**config.mk**
```make
export PLATFORM = sky130hd
export DESIGN_NAME = bram_scan
export DESIGN_NICKNAME = d
export VERILOG_FILES = /design/src/rtl/bram_scan.sv
export SDC_FILE = /design/constraint.sdc
export NUM_CORES = 1
export LEC_CHECK = 0
export CORE_MARGIN = 2
export CORE_UTILIZATION = 30
export CTS_BUF_LIST = sky130_fd_sc_hd__clkbuf_4 sky130_fd_sc_hd__clkbuf_8
export CTS_CLUSTER_DIAMETER = 150
export DETAILED_ROUTE_END_ITERATION = 6
export SETUP_SLACK_MARGIN = 0.2
export SLEW_MARGIN = 20
export SYNTH_ARGS = -nofsm -noshare
export SYNTH_HDL_FRONTEND = slang
export SYNTH_SLANG_ARGS = --single-unit
```
**constraint.sdc**
```tcl
create_clock -name clk -period 1.8 [get_ports clk]
set_input_delay 0.18 -clock clk [delete_from_list [all_inputs] [get_ports clk]]
set_output_delay 0.18 -clock clk [all_outputs]
set_load 0.05 [all_outputs]
```
**src/rtl/bram_scan.sv**
```systemverilog
// bram_scan: walks a BRAM address range, latching {addr, data} for a hex display.
// Optional BRAM_SCAN_WRAP_EN: wrap from LAST_ADDR to 0 instead of halting.
module bram_scan #(
  parameter int ADDR_W    = 11,
  parameter int DATA_W    = 8,
  parameter int LAST_ADDR = 2047,
  parameter int TICK_DIV  = 50000000,
  parameter int RD_LAT    = 2
) (
  input  logic              clk,
  input  logic              reset_n,
  input  logic              run,
  input  logic              step,
  input  logic [DATA_W-1:0] rd_data,
  output logic [ADDR_W-1:0] rd_addr,
  output logic              rd_en,
  output logic              regce,
  output logic [15:0]       hex_val,
  output logic              valid,
  output logic              done
);

  localparam int TICK_W = $clog2(TICK_DIV);
  localparam logic [TICK_W-1:0] TICK_MAX =
    TICK_W'(TICK_DIV - 1);
  localparam logic [ADDR_W-1:0] ADDR_LAST =
    ADDR_W'(LAST_ADDR);
  localparam logic [1:0] WAIT_MAX =
    2'((RD_LAT > 1) ? RD_LAT - 2 : 0);

  typedef enum logic [2:0] {
    S_IDLE,
    S_ISSUE,
    S_WAIT,
    S_CAPTURE,
    S_HOLD
  } state_t;

  state_t              state_q, state_d;
  logic [ADDR_W-1:0]   addr_q, addr_d;
  logic                rd_en_q, rd_en_d;
  logic [15:0]         hex_q, hex_d;
  logic                valid_q, valid_d;
  logic                done_q, done_d;
  logic [TICK_W-1:0]   tick_q, tick_d;
  logic [1:0]          wait_q, wait_d;

  logic                at_last;
  logic                tick_hit;
  logic                advance;
  logic [ADDR_W-1:0]   addr_next;
  logic [7:0]          addr8;
  logic [7:0]          data8;

  always_comb begin
    at_last  = (addr_q == ADDR_LAST);
    tick_hit = run && (tick_q == TICK_MAX);
    addr8    = 8'(addr_q);
    data8    = 8'(rd_data);
`ifdef BRAM_SCAN_WRAP_EN
    advance   = step || tick_hit;
    addr_next = at_last ? '0 : addr_q + 1'b1;
`else
    // the last address is terminal: HOLD no longer listens to run/step
    advance   = !at_last && (step || tick_hit);
    addr_next = addr_q + 1'b1;
`endif
  end

  always_comb begin
    state_d = state_q;
    addr_d  = addr_q;
    hex_d   = hex_q;
    valid_d = valid_q;
    done_d  = done_q;
    tick_d  = tick_q;
    wait_d  = wait_q;
    unique case (state_q)
      S_IDLE: begin
        state_d = S_ISSUE;
      end
      S_ISSUE: begin
        wait_d  = '0;
        state_d = (RD_LAT > 1) ? S_WAIT : S_CAPTURE;
      end
      S_WAIT: begin
        if (wait_q == WAIT_MAX) begin
          state_d = S_CAPTURE;
        end else begin
          wait_d = wait_q + 2'd1;
        end
      end
      S_CAPTURE: begin
        hex_d   = {addr8, data8};
        valid_d = 1'b1;
        tick_d  = '0;
        state_d = S_HOLD;
`ifndef BRAM_SCAN_WRAP_EN
        if (at_last) begin
          done_d = 1'b1;
        end
`endif
      end
      S_HOLD: begin
        tick_d = run ? tick_q + 1'b1 : '0;
        if (advance) begin
          tick_d  = '0;
          addr_d  = addr_next;
          state_d = S_ISSUE;
        end
      end
      default: begin
        state_d = S_IDLE;
      end
    endcase
    rd_en_d = (state_d == S_ISSUE);
  end

  always_ff @(posedge clk or negedge reset_n) begin
    if (!reset_n) begin
      state_q <= S_IDLE;
      addr_q  <= '0;
      rd_en_q <= 1'b0;
      hex_q   <= '0;
      valid_q <= 1'b0;
      done_q  <= 1'b0;
      tick_q  <= '0;
      wait_q  <= '0;
    end else begin
      state_q <= state_d;
      addr_q  <= addr_d;
      rd_en_q <= rd_en_d;
      hex_q   <= hex_d;
      valid_q <= valid_d;
      done_q  <= done_d;
      tick_q  <= tick_d;
      wait_q  <= wait_d;
    end
  end

  assign rd_addr = addr_q;
  assign rd_en   = rd_en_q;
  assign regce   = (RD_LAT == 2);
  assign hex_val = hex_q;
  assign valid   = valid_q;
  assign done    = done_q;

endmodule

```
==> impl_metrics.ini <==
[run_status]
status = complete, but fails checks
violations = setup timing

[synthesis]
synth-seq-cells = 61
synth_flop_cell = dfrtp_1
synthCells = 271
syn_area_um2 = 2970
ys_types = 54
async_flop_share = 1.00
synth_warnings = 0
synth_nets = 286
syn_avg_cell_area_um2 = 10.9
synth_edf_count = 0
ys_seq_area_frac = 0.515

[clocking]
cts.sinks = 61
cts-root-buf = clkbuf_8
cts_tree = yes
cts_buffer_depth = 2
clk_pin_slew_ps = 80
ctsHtreeMaxLevel = 3
cts_buffers = 9
clk_latency_ps = 350

[sta]
maxClockFrequency_mhz = 494
hold_viol = 0
skew_ps = 9.69
worst_pin_slew_ps = 515
rsz0062_at_grt = yes
setup_viol = 35
fin_ws_ps = -223
slew-limit-headroom = 0.658
timing.setup.tns_ps = -3000
holdWs_ps = 378
maxSlewViolCount = 0
fin_crit_ps = 2020
post-route-period-util = 1.12

[run]
maxCapViolations = 0

[routing]
route.detailed.drc = 0
first_iter_violations = 122
viasPerCell = 4.67
ant_nets = 0
detail_route.wirelength_um = 7250
avgRoutedWirePerCell_um = 13.6
dr.pass1.iters = 4
num_vias = 2495

[placement]
dpl.hpwl_um = 5170
place_ws_ps = -300
portBuffers = 41
numPlacedInstances = 509
gp_congestion = 0.851

[die]
dieArea_um2 = 10700
dieWidth_um = 103
core.rowCount = 36
core_area_um2 = 9680
ioPinCount = 43
die_h_um = 103
initial_core_util = 0.306

[layout]
syn2layout_area_growth_pct = 53.6
nets = 411
drive_above_1_share = 0.441
fin_cells = 534
final_common_cell = buf_4
layout_common_cells = buf_4, dfrtp_1, dlygate4sd2_1
fillCellCount = 903
utilization = 0.470
diodes = 0

[global_routing]
antenna_found_initial = 0
grt_pass1_wl_um = 12700
grt_pass1_vias = 2601
gr-total-overflow = 0
grt_start_max_net_pins = 62
gr-usage-all-layers = 0.156

[critical_path]
cpPeakStageDelay_ps = 390
rrSetupSlack_ps = -220
cp_top_family = simple AND/OR/NAND/NOR gates
crit_chain = nor4b_2, and4b_2, a41oi_4, buf_6, nor3_4, buf_4, mux2_4
crit_buf_inv = 2
arrival_ps = 2260
endpoint_kind = register
path_max_fanout = 4
worst-setup-path-type = register to register
critPathLaunchType = register
critical_path.slowest_cell = dfrtp_1
required_ps = 2030

[power]
p_leak_nw = 2.08
max-vdd-ir-drop_mv = 0.888
p_per_area_nw_per_um2 = 1180

[worst_hold_path]
min_path_type = input port to async pin
## sequential cells by signal, indices dropped and copies added, names as in the netlist
signal and count:
tick_q 26, hex_val 16, state_q 3, done 1
rd_addr 11, valid 1, wait_q 2, rd_en 1
## Yosys cell counts, types with 4 or more instances
master,n,area share
o21ai_0,8,0.013
xnor2_1,12,0.035
a21oi_1,23,0.039
clkbuf_1,5,0.0063
nor2_1,11,0.014
or4_1,4,0.010
mux2_2,17,0.065
xor2_1,12,0.035
nand4_1,9,0.019
dfrtp_1,61,0.51
nand3_1,14,0.024
nand2_1,16,0.020
buf_2,5,0.0084
nor3_1,5,0.0084
and3_1,6,0.013
inv_1,9,0.011
## worst paths after layout
path	start	to	depth (start not counted)
worst max register to register	tick_q[16]	rd_addr[1]	7
min in group clk	rd_data[3]	hex_val[3]	2
worst min register to register	valid	valid	1
worst min-delay path	reset_n	hex_val[13]	3
worst max-delay path	tick_q[16]	rd_addr[1]	7
max in group asynchronous	reset_n	rd_addr[4]	3
## logic make-up (layout without fill, tap and decap cells)
| kind of cell | Yosys count | in the layout | synth area share |
|---|---|---|---|
| compound gates | 49 | 49 | 0.107 |
| mux | 18 | 18 | 0.0679 |
| other cells | 1 | 1 | 0.00126 |
| simple gates | 92 | 92 | 0.187 |
| xor+xnor | 24 | 24 | 0.0709 |
| flops | 61 | 61 | 0.515 |
| buf+inv | 23 | 153 | 0.0388 |
| fa+ha+maj | 3 | 3 | 0.0127 |
## metal layers
layer / vias up / global-route usage / share of wire
met3: 11 / 0.0262 / 0.022
met2: 32 / 0.256 / 0.50
met5: - / 0 / 0
met4: 0 / 0.0759 / 0.020
li1: 1221 / - / -
met1: 1231 / 0.199 / 0.46
## power breakdown
part | internal (mW) | switching [mW]
Combinational | 0.809 | 1.43
Sequential | 1.62 | 0.116
Clock | 0.786 | 0.590
## what timing repair did
action	4_1_cts	5_1_grt
hold buffers	1	0
pin swaps	14	12
endpoints found under the hold margin	61	0
buffers inserted	4	4
gates resized for setup	48	16
endpoints found under the setup margin	66	41
gates cloned	0	0
## per-stage QoR
step / power (mW) / area, um2
5_1_grt: 5.62 / 4560
3_5_place_dp: 4.06 / 4140
4_1_cts: 5.36 / 4460
3_3_place_gp: 4.02 / 4140
2_1_floorplan: 3.22 / 3080
6_report: 5.35 / 4560
## layout make-up
cell class / count / area, um2 / area share
Sequential cell: 61 / 1540 / 0.337
Multi-Input combinational cell: 187 / 1510 / 0.332
Timing Repair Buffer: 128 / 1080 / 0.238
Tap cell: 133 / 166 / 0.0365
Clock buffer: 9 / 124 / 0.0272
Clock inverter: 7 / 98.8 / 0.0217
Inverter: 9 / 33.8 / 0.00742
## worst register-to-register path, delay by kind of cell (launching register included)
family          cells  cell delay (ps)
flops               1              390
compound gates      1              160
buf+inv             2              320
simple gates        3              760
mux                 1              290
Power figures use the tool's default switching activity.
